===== config.mk =====
export PLATFORM = sky130hd
export DESIGN_NAME = instr_encoder
export DESIGN_NICKNAME = d
export VERILOG_FILES = /design/src/rtl/instr_encoder.sv
export SDC_FILE = /design/constraint.sdc
export NUM_CORES = 1
export LEC_CHECK = 0
export ABC_AREA = 1
export BUFFER_PORTS_ARGS = -buffer_cell sky130_fd_sc_hd__buf_2
export CAP_MARGIN = 10
export CORE_MARGIN = 3
export CORE_UTILIZATION = 35
export CTS_BUF_LIST = sky130_fd_sc_hd__clkbuf_4 sky130_fd_sc_hd__clkbuf_8
export CTS_CLUSTER_SIZE = 25
export DETAILED_ROUTE_END_ITERATION = 10
export PLACE_DENSITY = 0.63
export SYNTH_ARGS = -nofsm -noshare
export SYNTH_HDL_FRONTEND = slang
export SYNTH_SLANG_ARGS = --single-unit

===== constraint.sdc =====
create_clock -name clk -period 3.85 [get_ports clk]
set_input_delay 0.77 -clock clk [delete_from_list [all_inputs] [get_ports clk]]
set_output_delay 0.77 -clock clk [all_outputs]
set_load 0.02 [all_outputs]

===== src/rtl/instr_encoder.sv =====
// Packs decoded control bundles back into 32-bit instruction words and streams
// them into instruction memory at consecutive addresses; illegal bundles are counted.
module instr_encoder #(
    parameter int ADDR_W = 8
) (
    input  logic              clk,
    input  logic              rst,
    input  logic              clear,
    input  logic              in_valid,
    output logic              in_ready,
    input  logic              RegDst,
    input  logic              RegWrite,
    input  logic              ALU_src,
    input  logic              MemWrite,
    input  logic              MemToReg,
    input  logic              branch,
    input  logic [2:0]        ALU_op,
    input  logic [4:0]        rs,
    input  logic [4:0]        rt,
    input  logic [4:0]        rd,
    input  logic [15:0]       imm,
    output logic              imem_we,
    output logic [ADDR_W-1:0] imem_addr,
    output logic [31:0]       imem_wdata,
    output logic [ADDR_W:0]   word_count,
    output logic              full,
    output logic              err,
    output logic [7:0]        bad_count
);

    localparam logic [ADDR_W:0] CAPACITY = {1'b1, {ADDR_W{1'b0}}};

    // Returns {legal, opcode}; ctrl is {RegDst, RegWrite, ALU_src, MemWrite, MemToReg, branch, ALU_op}.
    function automatic logic [6:0] opcode_of(input logic [8:0] ctrl);
        case (ctrl)
            9'b110000_000: opcode_of = {1'b1, 6'h00};
            9'b110000_001: opcode_of = {1'b1, 6'h01};
            9'b110000_010: opcode_of = {1'b1, 6'h02};
            9'b110000_011: opcode_of = {1'b1, 6'h06};
            9'b110000_100: opcode_of = {1'b1, 6'h07};
            9'b011010_010: opcode_of = {1'b1, 6'h08};
            9'b101100_010: opcode_of = {1'b1, 6'h0A};
            9'b100001_011: opcode_of = {1'b1, 6'h0E};
            default:       opcode_of = 7'h00;
        endcase
    endfunction

    function automatic logic [31:0] pack_word(input logic [5:0] op, input logic rtype,
                                              input logic [4:0] f_rs, input logic [4:0] f_rt,
                                              input logic [4:0] f_rd, input logic [15:0] f_imm);
        if (rtype)
            pack_word = {op, f_rs, f_rt, f_rd, 11'b0};
        else
            pack_word = {op, f_rs, f_rt, f_imm};
    endfunction

    function automatic logic [7:0] sat_inc8(input logic [7:0] v);
        sat_inc8 = (v == 8'hFF) ? v : v + 8'd1;
    endfunction

    logic [8:0]        ctrl;
    logic [6:0]        lookup;
    logic              accept;
    logic [ADDR_W:0]   reserved;
    logic [ADDR_W-1:0] wr_ptr;
    logic              vld_p1;
    logic              legal_p1;
    logic [31:0]       word_p1;

    assign ctrl     = {RegDst, RegWrite, ALU_src, MemWrite, MemToReg, branch, ALU_op};
    assign lookup   = opcode_of(ctrl);
    assign in_ready = !rst && !clear && (reserved < CAPACITY);
    assign accept   = in_valid && in_ready;
    assign full     = (word_count == CAPACITY);

    always_ff @(posedge clk) begin
        if (rst || clear) begin
            reserved   <= '0;
            vld_p1     <= 1'b0;
            legal_p1   <= 1'b0;
            wr_ptr     <= '0;
            imem_we    <= 1'b0;
            word_count <= '0;
            err        <= 1'b0;
            bad_count  <= 8'd0;
        end else begin
            // stage 1: accept, classify
            vld_p1   <= accept;
            legal_p1 <= lookup[6];
            if (accept && lookup[6])
                reserved <= reserved + 1'b1;
            // stage 2: issue write or record the illegal bundle
            imem_we <= vld_p1 && legal_p1;
            if (vld_p1 && legal_p1)
                wr_ptr <= wr_ptr + 1'b1;
            if (vld_p1 && !legal_p1) begin
                err       <= 1'b1;
                bad_count <= sat_inc8(bad_count);
            end
            if (imem_we)
                word_count <= word_count + 1'b1;
        end
    end

    always_ff @(posedge clk) begin
        if (accept)
            word_p1 <= pack_word(lookup[5:0], !ALU_src && !branch, rs, rt, rd, imm);
    end

    // Address and data hold between writes; only reset clears them.
    always_ff @(posedge clk) begin
        if (rst) begin
            imem_addr  <= '0;
            imem_wdata <= 32'd0;
        end else if (!clear && vld_p1 && legal_p1) begin
            imem_addr  <= wr_ptr;
            imem_wdata <= word_p1;
        end
    end

endmodule


==> results.json <==
{
  "status": "finished, final reports clean",
  "cp.arrival_ps": 1870,
  "cap_violations": 0,
  "cts_resized": 0,
  "cts_buffer_depth": 2,
  "dp_cells": 744,
  "hold_buffers": 0,
  "drv_slew": 0,
  "fp.dieH_um": 117,
  "gp_congestion": 0.839,
  "fill_cells": 1200,
  "syn_inst": 512,
  "placed_area_sq_um": 4950,
  "io_pins": 105,
  "setup_viol": 0,
  "design_area_sq_um": 5150,
  "seqCellArea_sq_um": 2420,
  "clk_pin_slew_worst_paths_ps": 90,
  "cts_setup_buffers": 0,
  "grt_pass1_wl_mm": 14.7,
  "synth_async_sr_flop_share": 0,
  "synth_top_area_frac": 0.353,
  "fin_skew_ps": 13.8,
  "ys_warn_count": 0,
  "fmax_ghz": 0.379,
  "vias": 3560,
  "cp_max_fo": 39,
  "synth_edf_count": 30,
  "fin_crit_sh": 0.685,
  "end_kind": "output port",
  "overflow": 0,
  "ir_worst_vdd_uv": 165,
  "die_w_um": 117,
  "crit_type": "primary input to output port",
  "wl_per_cell_um": 12.1,
  "final_cell_mix": "nand2_1 (117), buf_2 (102), dfxtp_1 (76)",
  "initial_utilization": 0.368,
  "core_sq_um": 11700,
  "period_needed_ps": 2640,
  "root_buffer": "clkbuf_8",
  "relSlewSlack": 0.483,
  "design_power_total_mw": 1.94,
  "synthTopCellsByArea": "dfxtp_1 (35%), edfxtp_1 (21%), nand2_1 (10%)",
  "syn_to_final_growth_pct": 19.7,
  "yosysSeqAreaShare": 0.563,
  "startpoint_type": "primary input",
  "grt_pass1_vias": 3172,
  "antenna_left": 0,
  "track_usage": 0.136,
  "ys_seq_elements": 106,
  "ctsHtreeMaxLevel": 3,
  "grt_max_degree": 40,
  "first_pass_iters": 4,
  "cts_buffers": 9,
  "clk_latency_ps": 360,
  "synthDistinctLibCells": 34,
  "tns_ps": 0,
  "cts_sinks": 106,
  "layout_commonest_cell": "nand2_1",
  "drt-initial-drc-count": 236,
  "critPathRequiredTime_ps": 3080,
  "row_count": 39,
  "nets": 661,
  "multi_input_area_sq_um": 1590,
  "port_buffers": 102,
  "vias_per_cell": 4.68,
  "worst_pin_slew_ps": 775,
  "rsz0062_at_grt": "no",
  "final_cells": 760,
  "power.density_nw_per_um2": 377,
  "netlist.top_cell.by_area": "dfxtp_1",
  "die-area_sq_um": 13700,
  "hold_violations": 0,
  "drcViolationCount": 0,
  "num_antenna_cells": 0,
  "p_leak_nw": 2.13,
  "post-dp-hpwl_mm": 6.77,
  "grt_antenna_before_repair": 0,
  "hold_path.class": "register to register",
  "cts_tree": "yes",
  "drt_wl_total_mm": 9.17,
  "syn-cell-area_sq_um": 4300,
  "synth-main-ff-cell": "dfxtp_1",
  "drive_above_1_share": 0.232,
  "syn_area_per_cell_sq_um": 8.41
}
stage by stage:
step	utilization	hold WS, ps	setup slack, ps
4_1_cts	0.440	465	1250
2_1_floorplan	-	444	1530
6_report	0.440	463	1210
3_5_place_dp	0.422	451	1210
5_1_grt	0.440	482	1120
3_3_place_gp	0.422	446	1300
registers in the layout (all words and copies together), names as in the netlist:
name	count
imem_wdata	30
imem_we	1
reserved	9
vld_p1	1
word_p1	30
err	1
bad_count	8
imem_addr	8
wr_ptr	8
legal_p1	1
word_count	9
worst max-delay path: stages:
cell	delay [ps]
buf_2	340
nor2_4	280
inv_1	90
nor2_1	170
buf_2	200
routing by layer:
| layer | up-vias | track usage | wire, um |
|---|---|---|---|
| met5 | - | 0 | 0 |
| met4 | 0 | 0.0436 | 96 |
| met3 | 5 | 0.0339 | 485 |
| met2 | 81 | 0.217 | 4210 |
| met1 | 1625 | 0.181 | 4380 |
| li1 | 1849 | - | - |
layout make-up:
cell class                 instances  area share
inverter                          55      0.0401
clock buffer                      11      0.0282
multi-input combinational        333       0.309
timing repair buffer             107       0.106
tap                              143      0.0347
clock inverter                     5      0.0114
sequential                       106       0.470
power breakdown:
part	internal (mW)	switching (mW)	total, mW
combinational	0.0335	0.0558	0.0893
sequential	1.16	0.00351	1.16
clock	0.329	0.364	0.693
kinds of logic after synthesis:
kind of cell | synth area share
AND/OR/NAND/NOR | 0.240
flip-flops | 0.563
AO/OA/AOI/OAI | 0.0930
buffers and inverters | 0.0695
adder cells (fa/ha/maj) | 0.0145
multiplexers | 0.0131
XOR/XNOR | 0.00611
other | 0.000871
final timing paths:
check	from	endpoint	slack, ps	cells after the start
max	rst	in_ready	1210	5
min	imem_wdata[4]	imem_wdata[4]	460	2
max reg2reg	vld_p1	imem_wdata[27]	1910	6
min reg2reg	imem_wdata[4]	imem_wdata[4]	460	2
Yosys cell counts (3+ instances only):
library cell  instances
nand2_1             117
dfxtp_1              76
nor2_1               70
a21oi_1              56
inv_1                52
edfxtp_1             30
nand3_1              26
o21ai_0              12
clkbuf_1             11
nor3_1               10
buf_2                 5
ha_1                  5
mux2_2                5
nor2_2                5
a211oi_1              4
nand4_1               4
inv_2                 3
xor2_1                3
No activity file was read; power rests on OpenSTA's default activity.
